<file path="config.mk">
export PLATFORM = sky130hd
export DESIGN_NAME = fetch_ctrl
export DESIGN_NICKNAME = d
export VERILOG_FILES = /design/src/rtl/fetch_ctrl.sv
export SDC_FILE = /design/constraint.sdc
export NUM_CORES = 1
export LEC_CHECK = 0
export ABC_AREA = 1
export BUFFER_PORTS_ARGS = -buffer_cell sky130_fd_sc_hd__buf_2
export CORE_MARGIN = 1
export CORE_UTILIZATION = 46
export CTS_CLUSTER_SIZE = 20
export DETAILED_ROUTE_END_ITERATION = 12
export GPL_ROUTABILITY_DRIVEN = 0
export GPL_TIMING_DRIVEN = 1
export PLACE_DENSITY = 0.8
export SYNTH_ARGS = -nofsm -noshare
export SYNTH_HDL_FRONTEND = slang
export SYNTH_SLANG_ARGS = --single-unit
export TNS_END_PERCENT = 30
</file>
<file path="constraint.sdc">
create_clock -name clk -period 1.6 [get_ports clk]
set_input_delay 0.16 -clock clk [delete_from_list [all_inputs] [get_ports clk]]
set_output_delay 0.16 -clock clk [all_outputs]
set_load 0.02 [all_outputs]
</file>
<file path="src/rtl/fetch_ctrl.sv">
`default_nettype none
// ============================================================================
// Module   : fetch_ctrl
// Brief    : Fetch-stage sequencing controller: next-PC select, exception entry,
//            rfe return and double-fault halt. Owns IAR, mode and interrupt enable.
// Revision : 1.0 - initial release
// ============================================================================
module fetch_ctrl #(
    parameter logic [4:0] IRQ_VEC  = 5'd2,
    parameter logic [4:0] PRIV_VEC = 5'd3
) (
    input  logic        clk,
    input  logic        rst,
    input  logic        stall,
    input  logic        jump_id,
    input  logic        branch_taken,
    input  logic        jr_id,
    input  logic        rfe_id,
    input  logic [4:0]  vector_if,
    input  logic [4:0]  vector_ex,
    input  logic        irq,
    input  logic [31:0] pc_if,
    input  logic [31:0] pc_ex,
    output logic [1:0]  pc_src,
    output logic        pc_write,
    output logic        rfe,
    output logic        exception,
    output logic [4:0]  vector_no_3,
    output logic [31:0] IAR_pc,
    output logic        s_u,
    output logic        flush_if,
    output logic        flush_id,
    output logic        flush_ex,
    output logic        halted
);

    typedef enum logic [1:0] {
        RUN   = 2'd0,
        DRAIN = 2'd1,
        HALT  = 2'd2
    } state_t;

    state_t      state_q, state_d;
    logic        su_q, ie_q, in_handler_q, sv_su_q, sv_ie_q;
    logic [31:0] iar_q;

    logic        w_take;
    logic        w_do_rfe;
    logic [31:0] w_save_pc;

    always_comb begin
        state_d     = state_q;
        pc_src      = 2'b00;
        pc_write    = 1'b0;
        rfe         = 1'b0;
        exception   = 1'b0;
        vector_no_3 = 5'd0;
        flush_if    = 1'b0;
        flush_id    = 1'b0;
        flush_ex    = 1'b0;
        halted      = 1'b0;
        w_take      = 1'b0;
        w_do_rfe    = 1'b0;
        w_save_pc   = 32'd0;

        if (rst) begin
            // Vector 0 with pc_write loads PC=0 at the reset edge.
            exception = 1'b1;
            pc_write  = 1'b1;
        end else begin
            case (state_q)
                RUN: begin
                    if (vector_ex != 5'd0) begin
                        flush_if  = 1'b1;
                        flush_id  = 1'b1;
                        flush_ex  = 1'b1;
                        if (in_handler_q) begin
                            state_d = HALT;
                        end else begin
                            w_take      = 1'b1;
                            vector_no_3 = vector_ex;
                            w_save_pc   = pc_ex;
                        end
                    end else if ((vector_if != 5'd0) && !stall) begin
                        flush_if = 1'b1;
                        if (in_handler_q) begin
                            flush_id = 1'b1;
                            flush_ex = 1'b1;
                            state_d  = HALT;
                        end else begin
                            w_take      = 1'b1;
                            vector_no_3 = vector_if;
                            w_save_pc   = pc_if;
                        end
                    end else if (rfe_id && !stall && !su_q) begin
                        flush_if = 1'b1;
                        flush_id = 1'b1;
                        if (in_handler_q) begin
                            flush_ex = 1'b1;
                            state_d  = HALT;
                        end else begin
                            w_take      = 1'b1;
                            vector_no_3 = PRIV_VEC;
                            w_save_pc   = pc_ex;
                        end
                    end else if (rfe_id && !stall) begin
                        rfe      = 1'b1;
                        pc_write = 1'b1;
                        flush_if = 1'b1;
                        w_do_rfe = 1'b1;
                    end else if (irq && ie_q && !stall) begin
                        flush_if    = 1'b1;
                        w_take      = 1'b1;
                        vector_no_3 = IRQ_VEC;
                        w_save_pc   = pc_if;
                    end else begin
                        if (jr_id)             pc_src = 2'b11;
                        else if (branch_taken) pc_src = 2'b10;
                        else if (jump_id)      pc_src = 2'b01;
                        pc_write = !stall;
                        flush_if = (pc_src != 2'b00);
                    end

                    if (w_take) begin
                        exception = 1'b1;
                        pc_write  = 1'b1;
                        state_d   = DRAIN;
                    end
                end
                DRAIN: begin
                    // Vector fetch in flight: all events are masked for this cycle.
                    pc_write = !stall;
                    state_d  = RUN;
                end
                default: begin
                    flush_if = 1'b1;
                    flush_id = 1'b1;
                    flush_ex = 1'b1;
                    halted   = 1'b1;
                    state_d  = HALT;
                end
            endcase
        end
    end

    always_ff @(posedge clk) begin
        if (rst) begin
            state_q      <= RUN;
            su_q         <= 1'b1;
            ie_q         <= 1'b0;
            in_handler_q <= 1'b0;
            sv_su_q      <= 1'b1;
            sv_ie_q      <= 1'b0;
            iar_q        <= 32'd0;
        end else begin
            state_q <= state_d;
            if (w_take) begin
                iar_q        <= w_save_pc;
                sv_su_q      <= su_q;
                sv_ie_q      <= ie_q;
                su_q         <= 1'b1;
                ie_q         <= 1'b0;
                in_handler_q <= 1'b1;
            end else if (w_do_rfe) begin
                su_q         <= sv_su_q;
                ie_q         <= sv_ie_q;
                in_handler_q <= 1'b0;
            end
        end
    end

    assign IAR_pc = iar_q;
    assign s_u    = su_q;

endmodule
`default_nettype wire
</file>
After elaboration in Yosys (flattened, before gate mapping)

Cells that the tools add are included.

Register bits: 39
Bits of input ports: 82

Equal/unequal tests: 2
Multiplexer cells: 90
Reductions and logical operators: 14

Operators with widths:

| cell                                                   | number |
|---|---|
| 2-to-1 mux 32 bit                                      | 8 |
| 2-to-1 mux 2 bit                                       | 24 |
| 2-to-1 mux 1 bit                                       | 46 |
| 2-to-1 mux 5 bit                                       | 7 |
| nonzero test 5 bit                                     | 2 |
| case mux 1 bit (2 select lines)                        | 4 |
| logical AND 1 bit                                      | 5 |
| inequality test 5 x 4 -> 1 bit (second input constant) | 1 |
| case mux 2 bit (2 select lines)                        | 1 |
| nonzero test 2 bit                                     | 2 |
| OR reduction 2 bit                                     | 2 |
| equality test 2 x 1 -> 1 bit (second input constant)   | 1 |
| logical NOT 1 bit                                      | 2 |
| logical NOT 2 bit                                      | 1 |

Depth between registers and ports, before layout

Depth in word-level cells: 18
Gate-level depth with buffers: 10
Mapped depth without buffers: 9

Worst setup path after synthesis

No wires, ideal clock.

Kind: register to output
Start: register state_q[1]
End: output vector_no_3[1]
Data arrival time: 1.487 ns
Path slack: -0.047 ns
Cell stages (with the launch flop): 8
Buffers on the path: 0
Cells stage by stage: dfxtp_1 nor2_2 nand2_1 inv_2 nand2_1 inv_1 a22oi_1 nor3b_1

Longest elaborated chain between the ends: 3

Ends and longest elaborated chain:

| item                     | RTL line | text |
|---|---|---|
| start: declaration       | 43       | `state_t state_q, state_d;` |
| start signal: assignment | 156      | `state_q <= state_d;` |
| logical NOT 2 bit        | 71       | `case (state_q)` |
| 2-to-1 mux 5 bit         | 71       |  |
| 2-to-1 mux 5 bit         | 66       | `if (rst) begin` |
| end: declaration         | 28       | `output logic [4:0] vector_no_3,` |

Every way passes these cells.

Final worst setup path

Same ends and word-level chain as after synthesis.

==> reports/summary.txt <==
clk root buf: clkbuf_8
Crit Path Class: register to output port
ANT cells: 0
type of origin of the critical path: register
MaxCap Viol Count: 0
crit path max fanout: 3
Post-Syn Nets: 525
RSZ-0062 raised after global routing: true
Post-synth top flop: dfxtp_1
Slew Viols, Final: 0
VDD IR max: 710 uV
Pwr Total: 0.00517 W
H-Tree Depth: 2
DP HPWL: 5.40 mm
post-synthesis sequential area ratio: 30.9%
Worst EP required: 1440 ps
number of clock sinks seen by CTS: 39
Initial DRT Pass Iterations: 4
Yosys cell types: 28
Critical Path End Type: output port
Worst-Skew Late Latency: 290 ps
most frequent cell after synthesis: nand2_1
#FFs+latches synth: 39
CTS tree: yes
area of the multi-input gates: 0.00146 sq mm
layout cell share with drive strength beyond 1: 33.7%
Pwr per Cell Area: 1440 mW/mm^2
Setup Viol. Count Final: 6
hold slack: 140 ps
FF+latch area: 787 sq um
Layout Nets: 663
Cell Rows: 26
placed inst area: 0.00329 sq mm
Mapped Cells: 443
Total GRT Usage: 26.4%
Worst Hold Class: input pin to register
initial core utilization: 48.5%
Synth top cells by count: 146 x nand2_1, 77 x nor2_1, 65 x nand3_1
largest net degree at the start of global routing: 39
Leak: 2.20 nW
minimum clock period: 1680 ps
global-route wire length before repair: 12.6 mm
Area growth syn-to-layout: 42.4%
Post-synth EDFFs: 0
routing usage on met1: 32.2%
post-synth top area cell: dfxtp_1
failing checks: setup timing
vias in the first global route: 2844
worst setup margin: -83.5 ps
run status: complete, but fails checks
M3 GR Usage: 4.67%
asr flop ratio synth: 0%
top cells by area, synth: dfxtp_1 31%, nand2_1 22%, nand3_1 13%
Vias: 3149
chip height: 76.1 microns
cell area after synthesis: 0.00252 sq mm
crit share post-route: 105%
Core Util, Final: 69.1%
GR peak layer: met2
worst slew pin tran: 391 ps
grt ovf: 0
critical path arrival: 1520 ps
Antenna Nets Post-Route: 0
Finished Cell Area: 0.00359 sq mm
I/O pin count: 129
initial antenna violation count: 0
Worst slew margin: 73.9%
buffer levels on the longest clock path: 2
share of the synthesized area in the top cell type: 30.9%
Starting DRT DRC Count: 150
core area: 0.00520 sq mm
Fin. Hold Viols: 0
Post-Route WL: 7.65 mm
number of synthesis warnings: 0
syn_area_per_cell: 5.70 sq um
clock-pin slew on the worst setup and hold paths: 80 ps
hold_buf cts: 0
CTS buffer count: 5
vias per cell: 4.83
Buffers on Ports: 128
DRC viols: 0
Max Fclk: 594 MHz
met2 GRT Util: 46.5%
Chip Width: 76.1 microns
clk_skew: 5.02 ps
fillers: 497
die area: 0.00579 sq mm
routed length per instance: 11.7 microns
pre-CTS setup slack: 24.9 ps
==> metrics by stage <==
step | cells | setup TNS (ps)
after floorplan | 443 | -31.9
after global placement | 636 | 0
after detailed placement | 636 | 0
after CTS | 652 | -126
after global routing | 652 | -1030
final | 652 | -253
==> report_power, final <==
group          internal (W)  total (W)  switching [W]
Sequential          0.00132    0.00150       0.000180
Combinational       0.00107    0.00284        0.00177
Clock              0.000465   0.000834       0.000369
==> cell type report <==
class | instances | area share (%)
multi-input cells | 317 | 40.5
repair buffers | 155 | 25.3
flip-flops and latches | 39 | 21.9
inverters | 63 | 6.72
well taps | 70 | 2.44
clock buffers | 5 | 1.91
clock inverters | 3 | 1.22
==> registers in the layout, summed over array words and instances (netlist names) <==
name / count
IAR_pc: 32
ie_q: 1
in_handler_q: 1
s_u: 1
state_q: 2
sv_ie_q: 1
sv_su_q: 1
==> cells by family (layout without fill, tap and decap cells) <==
logic type	after synthesis	after routing	synth area share, %
buffers and inverters	87	226	14.8
and+or+nand+nor	306	306	51.6
AOI/OAI and AO/OA	11	11	2.73
DFF	39	39	30.9
==> critical path, stage by stage, from the launching register on <==
cell and delay, ps:
dfxtp_4 360, nor2_4 110, nand2_2 80, inv_2 90, nand2_2 60, inv_2 90, a22oi_2 70, nor3b_2 200
buf_4 170
==> placed cells by master (no fill, tap or decap), drive strengths merged, types with 3 or more instances in the layout <==
cell type | Yosys | layout
a21oi | 3 | 3
buf | 19 | 155
clkbuf | 5 | 5
dfxtp | 39 | 39
inv | 63 | 63
nand2 | 149 | 149
nand3 | 67 | 67
nand4 | 3 | 3
nor2 | 80 | 80
nor4 | 4 | 4
==> metal layers <==
metal | part of all wire [%] | vias up
li1 | - | 1625
met1 | 43 | 1395
met2 | 50 | 114
met3 | 5.2 | 15
met4 | 1.9 | 0
met5 | 0 | -
==> final timing paths <==
path,cells past startpoint,slack (ps),start,end
worst max-delay path,8,-80,state_q[1],vector_no_3[1]
worst min-delay path,2,140,rst,state_q[1]
worst max register to register,9,90,ie_q,IAR_pc[16]
worst min register to register,2,470,IAR_pc[27],IAR_pc[27]
==> timing repair <==
item / CTS / global route
setup buffers: 8 / 1
pin swaps: 5 / 8
resized for setup: 22 / 17
endpoints found under the setup margin: 11 / 12
No activity file was read; power rests on OpenSTA's default activity.
